[src/rtl/mmap_m_axi_read_arbiter.sv]
// Round-robin arbiter sharing one m_axi read channel among NUM_REQ requesters.
// Grant order is kept in an ordering FIFO so returned data is steered back to its issuer.
module mmap_m_axi_read_arbiter #(
  parameter int NUM_REQ     = 2,
  parameter int ADDR_WIDTH  = 32,
  parameter int DATA_WIDTH  = 32,
  parameter int ORDER_DEPTH = 8,
  localparam int ID_WIDTH   = (NUM_REQ > 1) ? $clog2(NUM_REQ) : 1
) (
  input  logic                          clk,
  input  logic                          reset,
  input  logic [NUM_REQ*ADDR_WIDTH-1:0] req_addr,
  input  logic [NUM_REQ*32-1:0]         req_len,
  input  logic [NUM_REQ-1:0]            req_valid,
  output logic [NUM_REQ-1:0]            req_ready,
  output logic [ADDR_WIDTH-1:0]         out_REQ_ADDR,
  output logic [31:0]                   out_REQ_LEN,
  output logic                          out_REQ_VALID,
  input  logic                          in_REQ_READY,
  input  logic [DATA_WIDTH-1:0]         in_RDATA,
  input  logic                          in_RVALID,
  input  logic                          in_RLAST,
  output logic                          out_RREADY,
  output logic [DATA_WIDTH-1:0]         rsp_data,
  output logic [NUM_REQ-1:0]            rsp_valid,
  output logic                          rsp_last,
  input  logic [NUM_REQ-1:0]            rsp_ready
);
  localparam int PW = $clog2(ORDER_DEPTH);

  logic [ID_WIDTH-1:0]   rr_ptr, win, off, head;
  logic [ID_WIDTH:0]     sum;
  logic [2*NUM_REQ-1:0]  dbl;
  logic [ID_WIDTH-1:0]   fifo [ORDER_DEPTH];
  logic [PW-1:0]         wptr, rptr;
  logic [PW:0]           cnt;
  logic                  slot_free, full, nonempty, grant, pop;
  logic [ADDR_WIDTH-1:0] win_addr;
  logic [31:0]           win_len;

  // Rotate the valid vector so the scan always starts at rr_ptr.
  always_comb begin
    dbl = {req_valid, req_valid} >> rr_ptr;
    off = '0;
    for (int k = NUM_REQ - 1; k >= 0; k--)
      if (dbl[k]) off = ID_WIDTH'(k);
    sum = {1'b0, rr_ptr} + {1'b0, off};
    if (sum >= (ID_WIDTH+1)'(NUM_REQ)) sum = sum - (ID_WIDTH+1)'(NUM_REQ);
    win = sum[ID_WIDTH-1:0];
    win_addr = '0;
    win_len  = '0;
    for (int i = 0; i < NUM_REQ; i++)
      if (ID_WIDTH'(i) == win) begin
        win_addr = req_addr[i*ADDR_WIDTH +: ADDR_WIDTH];
        win_len  = req_len[i*32 +: 32];
      end
  end

  assign slot_free = ~out_REQ_VALID | in_REQ_READY;
  // Pre-pop count: a pop in the same cycle does not open a grant.
  assign full      = (cnt == (PW+1)'(ORDER_DEPTH));
  assign grant     = slot_free & ~full & (|req_valid);
  assign req_ready = grant ? (NUM_REQ'(1) << win) : '0;

  assign nonempty   = (cnt != '0);
  assign head       = fifo[rptr];
  assign out_RREADY = nonempty & rsp_ready[head];
  assign rsp_valid  = (in_RVALID & nonempty) ? (NUM_REQ'(1) << head) : '0;
  assign rsp_data   = in_RDATA;
  assign rsp_last   = in_RLAST;
  assign pop        = in_RVALID & out_RREADY & in_RLAST;

  always_ff @(posedge clk) begin
    if (reset) begin
      out_REQ_VALID <= 1'b0;
      out_REQ_ADDR  <= '0;
      out_REQ_LEN   <= '0;
      rr_ptr        <= '0;
      wptr          <= '0;
      rptr          <= '0;
      cnt           <= '0;
    end else begin
      if (grant) begin
        out_REQ_VALID <= 1'b1;
        out_REQ_ADDR  <= win_addr;
        out_REQ_LEN   <= win_len;
        rr_ptr        <= (win == ID_WIDTH'(NUM_REQ - 1)) ? '0 : win + 1'b1;
        wptr          <= wptr + 1'b1;
      end else if (slot_free) begin
        out_REQ_VALID <= 1'b0;
      end
      if (pop) rptr <= rptr + 1'b1;
      case ({grant, pop})
        2'b10:   cnt <= cnt + 1'b1;
        2'b01:   cnt <= cnt - 1'b1;
        default: cnt <= cnt;
      endcase
    end
  end

  always_ff @(posedge clk)
    if (grant) fifo[wptr] <= win;
endmodule

[config.mk]
export PLATFORM = sky130hd
export DESIGN_NAME = mmap_m_axi_read_arbiter
export DESIGN_NICKNAME = d
export VERILOG_FILES = /design/src/rtl/mmap_m_axi_read_arbiter.sv
export SDC_FILE = /design/constraint.sdc
export NUM_CORES = 1
export LEC_CHECK = 0
export CAP_MARGIN = 20
export CORE_AREA = 2 2 106 108
export CTS_CLUSTER_SIZE = 8
export DETAILED_ROUTE_END_ITERATION = 8
export DIE_AREA = 0 0 108 110
export GPL_TIMING_DRIVEN = 0
export PLACE_DENSITY = 0.81
export SLEW_MARGIN = 20
export SYNTH_ARGS = -nofsm -noshare
export SYNTH_HDL_FRONTEND = slang
export SYNTH_SLANG_ARGS = --single-unit
[constraint.sdc]
create_clock -name clk -period 5.8 [get_ports clk]
set_input_delay 1.16 -clock clk [delete_from_list [all_inputs] [get_ports clk]]
set_output_delay 1.16 -clock clk [all_outputs]
set_load 0.02 [all_outputs]
== Word level (Yosys, flattened, before mapping) ==
Memory sizes are Yosys's and may differ from the RTL's. A register that Yosys moved wholly into a read port is not among the register bits.
Index checks and enable logic that the tools add are counted.

* Bitwise operators: 9
* Add/subtract/negate cells: 7
* Equal/unequal tests: 3
* Reduce and logical (&&, ||, !) cells: 4
* Shift operators: 3
* Magnitude comparators: 2
* Muxes and demuxes: 17

{| class="wikitable"
|+ Operator list
! cell !! count
|-
| 2-to-1 mux 32 bit || 2
|-
| 2-to-1 mux 1 bit || 10
|-
| one-hot mux 4 bit (2 select lines) || 1
|-
| adder 3 x 1 -> 3 bit, second input constant || 2
|-
| bitwise AND 1 bit || 6
|-
| 2-to-1 mux 3 bit || 2
|-
| adder 4 x 1 -> 4 bit, second input constant || 1
|-
| equality test 4 bit, second input constant || 1
|-
| 2-to-1 mux 2 bit || 2
|-
| nonzero test 2 bit || 2
|-
| nonzero test 4 bit || 1
|-
| left shift 1 x 1 -> 2 bit, first input constant || 2
|-
| >> shifter 4 x 1 -> 2 bit || 1
|-
| subtractor 4 x 1 -> 4 bit, second input constant || 1
|-
| adder 1 x 1 -> 2 bit || 1
|-
| equality test 2 x 1 -> 1 bit, second input constant || 1
|-
| equality test 2 bit, second input constant || 1
|-
| greater-or-equal comparator 2 bit, second input constant || 1
|-
| less-than comparator 1 x 2 -> 1 bit, second input constant || 1
|-
| inverter 1 bit || 2
|-
| OR reduction 2 bit || 1
|-
| adder 1 bit, second input constant || 1
|-
| bitwise OR 1 bit || 1
|-
| subtractor 1 bit, second input constant || 1
|}

* Memories kept: 1
* Output and inout bits: 103
* Bits in writable memories: 8
* Register bits after elaboration: 76
* Logic and storage cells: 53
* Input bits: 169

{| class="wikitable"
|+ Memory list
! name !! depth !! bits a word !! read ports !! clocked after Yosys merged registers in !! wr ports !! line !! source
|-
| fifo || 8 || 1 || 1 || 1 || 1 || 34 || <nowiki>logic [ID_WIDTH-1:0] fifo [ORDER_DEPTH];</nowiki>
|}

== Depth between registers and ports, before layout ==
* Depth after elaboration: 8
* Mapped depth: 12
* Depth with buffers taken out: 11

== Worst setup path before layout ==
No wires, ideal clock.

* Path type: input to output
* Start point: input port in_REQ_READY
* End point: output port req_ready[1]
* Required time: 4640 ps
* Arrival: 2240 ps
* Buffers on the path: 1
* Path slack: 2400 ps
* Stages on the path: 4
* Cells stage by stage: nor2b_1 a211oi_2 and2_1 clkbuf_1

* Word-level cells in the longest chain between the ends: 4

{| class="wikitable"
|+ Ends and longest elaborated chain
! what !! line !! source
|-
| from (decl) || 19 || <nowiki>input logic in_REQ_READY,</nowiki>
|-
| bitwise OR 1 bit || 59 || <nowiki>assign slot_free = ~out_REQ_VALID | in_REQ_READY;</nowiki>
|-
| bitwise AND 1 bit (2 in a row) || 62 || <nowiki>assign grant = slot_free & ~full & (|req_valid);</nowiki>
|-
| 2-to-1 mux 2 bit || 63 || <nowiki>assign req_ready = grant ? (NUM_REQ'(1) << win) : '0;</nowiki>
|-
| to (decl) || 15 || <nowiki>output logic [NUM_REQ-1:0] req_ready,</nowiki>
|}

Every way passes these cells.

== Worst setup path in the final report ==
Same ends and word-level chain as after synthesis.

==> results_dict.tcl <==
set metrics [dict create \
    fp.dieW_um 108 \
    multiInputGateArea_um2 1460 \
    dieArea_um2 11900 \
    status "complete, no violations" \
    met3_usage 0.0494 \
    hold_viol_final 0 \
    dp_hpwl_um 9980 \
    syn_nets 531 \
    htree_levels 3 \
    wl_per_cell_um 17.2 \
    drt_drc_violations_left 0 \
    core_um2 10700 \
    switchingPower_uw 526 \
    initial_core_util 0.342 \
    io_pins 272 \
    synth_area_leader_cell "dfxtp_1" \
    setup_viol 0 \
    cts_resized 0 \
    sw_frac_of_total 0.312 \
    synthCells 357 \
    nets 781 \
    post_cts_buffers 0 \
    period_share 0.820 \
    slew_viol_final 0 \
    dr.pass1.iters 9 \
    path_max_fanout 10 \
    avgSynthCellArea_um2 10.3 \
    overflow 0 \
    synth-seq-area-share 0.498 \
    grt_pass1_vias 3997 \
    fmax_mhz 210 \
    path_class "primary input to output port" \
    slowest_delay_ns 0.69 \
    crit_family "buffers and inverters" \
    io_buffers 239 \
    max_cap_viol_count 0 \
    tightest_slew_ns 0.749 \
    clock_skew_ns 0.0119 \
    drtIter0Drc 410 \
    ys_ff_latch 87 \
    grt_first_pass_wirelength_um 19100 \
    cts_hold_buffers 0 \
    viasPerCell 5.23 \
    arrival_ns 3.59 \
    pwr-share-comb 0.332 \
    cts_sinks 87 \
    clk_latency_ns 0.34 \
    rsz0062_at_grt "false" \
    grt-busiest-layer "met2" \
    fin_crit_ns 4.75 \
    synth_warnings 0 \
    cpMaxStageDelayCell "clkdlybuf4s50_1" \
    via_count 3931 \
    yosysUniqueCellTypes 39 \
    gr-usage-met1 0.237 \
    netlist_top_cells_area "dfxtp_1, a222oi_1, nor2_1" \
    critPathCaptureType "output port" \
    holdWs_ns 0.516 \
    cp_cell_sequence "clkdlybuf4s50_1 > nor2b_1 > a211oi_2 > and2_1 > clkbuf_1 > clkdlybuf4s50_1" \
    cpMostUsedCell "clkdlybuf4s50_1" \
    power_density_nw_per_um2 262 \
    wl_um 12900 \
    grt_max_degree 16 \
    gr-usage-all-layers 0.206 \
    placementRows 38 \
    regArea_um2 1820 \
    cts.path.max_buffers 2 \
    syn_area_um2 3660 \
    p_int_mw 1.16 \
    clkTransAtPathRegs_ns 0.09 \
    setup_tns_ns 0 \
    synth_ff_type "dfxtp_1" \
    start_kind "primary input" \
    die_h_um 110 \
    postRouteAntennaNets 0 \
    antenna_cells 0 \
    synthArstFlopShare 0 \
    cts_made_buffers 9 \
    syn_to_final_growth_pct 75.5 \
    met2_usage 0.367 \
    root_buffer "clkbuf_8" \
    seqPwrFrac 0.417 \
    cts_tree "yes" \
    path_buf_inv 3 \
    synth_edf_count 8 \
    n_fill_cell 895 \
    clockPowerShare 0.251 \
    irDropWorstVdd_mv 0.147 \
    power.leakage_nw 2.45 \
    place_congestion 0.826 \
    antenna_found_initial 0 \
    hold_class "flip-flop to flip-flop" \
    relSlewSlack 0.494 \
    synth_top_area_frac 0.432 \
    crit_required_ns 4.64 \
    drive_gt1_frac 0.101 \
]
## layout by cell type (no fill, tap or decap), types with 2 or more instances in the layout
master and n:
mux2_4 2, clkdlybuf4s50_1 239, a21oi_1 6, nor4b_1 2
nor2_1 77, mux2_2 2, edfxtp_1 8, nor3_1 4
clkinv_4 2, ha_1 5, buf_2 6, inv_1 2
nand2_1 6, nand2b_1 4, clkbuf_1 24, mux2i_1 2
xor2_1 4, buf_4 33, a222oi_1 64, nor2b_1 4
nor3b_1 2, mux4_1 2, dfxtp_1 79, clkbuf_8 9
xnor2_1 2
## kinds of logic (layout without fill, tap and decap cells)
kind of cell | after synthesis | in the layout | share of synthesized area
simple gates | 107 | 107 | 0.131
flops | 87 | 87 | 0.498
fa+ha+maj | 6 | 6 | 0.0198
mux | 9 | 9 | 0.0379
buf+inv | 67 | 322 | 0.105
xor+xnor | 6 | 6 | 0.0144
compound gates | 75 | 75 | 0.194
## routing by layer
| layer | wire, µm | part of all wire | up-vias |
|---|---|---|---|
| met5 | 0 | 0 | - |
| li1 | - | - | 1837 |
| met3 | 1210 | 0.093 | 23 |
| met2 | 6520 | 0.50 | 215 |
| met1 | 4930 | 0.38 | 1856 |
| met4 | 267 | 0.021 | 0 |
## worst register-to-register path: cells and delay by family, from the launching register on
| family | cells | cell delay [ns] |
|---|---|---|
| XOR/XNOR | 2 | 0.32 |
| AO/OA/AOI/OAI | 2 | 0.19 |
| AND/OR/NAND/NOR | 2 | 0.76 |
| flip-flops | 1 | 0.37 |
| multiplexers | 3 | 1.03 |
| adder cells (fa/ha/maj) | 2 | 0.50 |
## stage by stage
stage,power (mW),cells,utilization,area [µm²],worst slack [ns]
floorplan,0.996,357,-,3660,2.40
global placement,1.26,736,0.582,6230,1.08
detailed placement,1.28,736,0.582,6230,1.06
CTS,1.71,752,0.601,6420,1.05
global route,1.77,752,0.601,6420,0.916
finish,1.69,752,0.601,6420,1.05
## Yosys cell counts, drive strengths merged (2+ instances only)
cell type / instances
nor2: 77
mux4: 2
ha: 5
nor3b: 3
nand2: 6
edfxtp: 8
inv: 3
dfxtp: 79
buf: 40
nand2b: 4
nor3: 4
a21oi: 6
xnor2: 2
clkbuf: 24
a211oi: 2
mux2: 4
nor4b: 2
xor2: 4
nor2b: 4
mux2i: 3
a222oi: 64
## power by group through the flow
stage          sequential (mW)  combinational [mW]  clock [mW]
2_1_floorplan            0.768               0.228           0
3_3_place_gp             0.714               0.550           0
3_5_place_dp             0.717               0.561           0
4_1_cts                  0.703               0.563       0.440
5_1_grt                  0.710               0.600       0.463
6_report                 0.704               0.560       0.422
## registers in the layout (all words and copies together) (netlist names), named ones only
signal and flops:
cnt 4, out_REQ_ADDR 32, rptr 3, out_REQ_LEN 32, out_REQ_VALID 1, rr_ptr 1, wptr 3, fifo 8
## final timing paths
path,startpoint,depth (start not counted),slack (ns),endpoint
min,rr_ptr,2,0.52,rr_ptr
max reg2reg,flip-flop,11,2.57,cnt[2]
min reg2reg,rr_ptr,2,0.52,rr_ptr
max,in_REQ_READY,6,1.05,req_ready[1]
## layout make-up
type | instances | area share
clock inverter | 7 | 0.0113
multi-input combinational | 203 | 0.227
tap | 140 | 0.0273
clock buffer | 9 | 0.0193
timing repair buffer | 239 | 0.372
inverter | 3 | 0.00175
buffer | 64 | 0.0578
sequential | 87 | 0.284
Note: power is estimated with default switching activity, not from simulation.
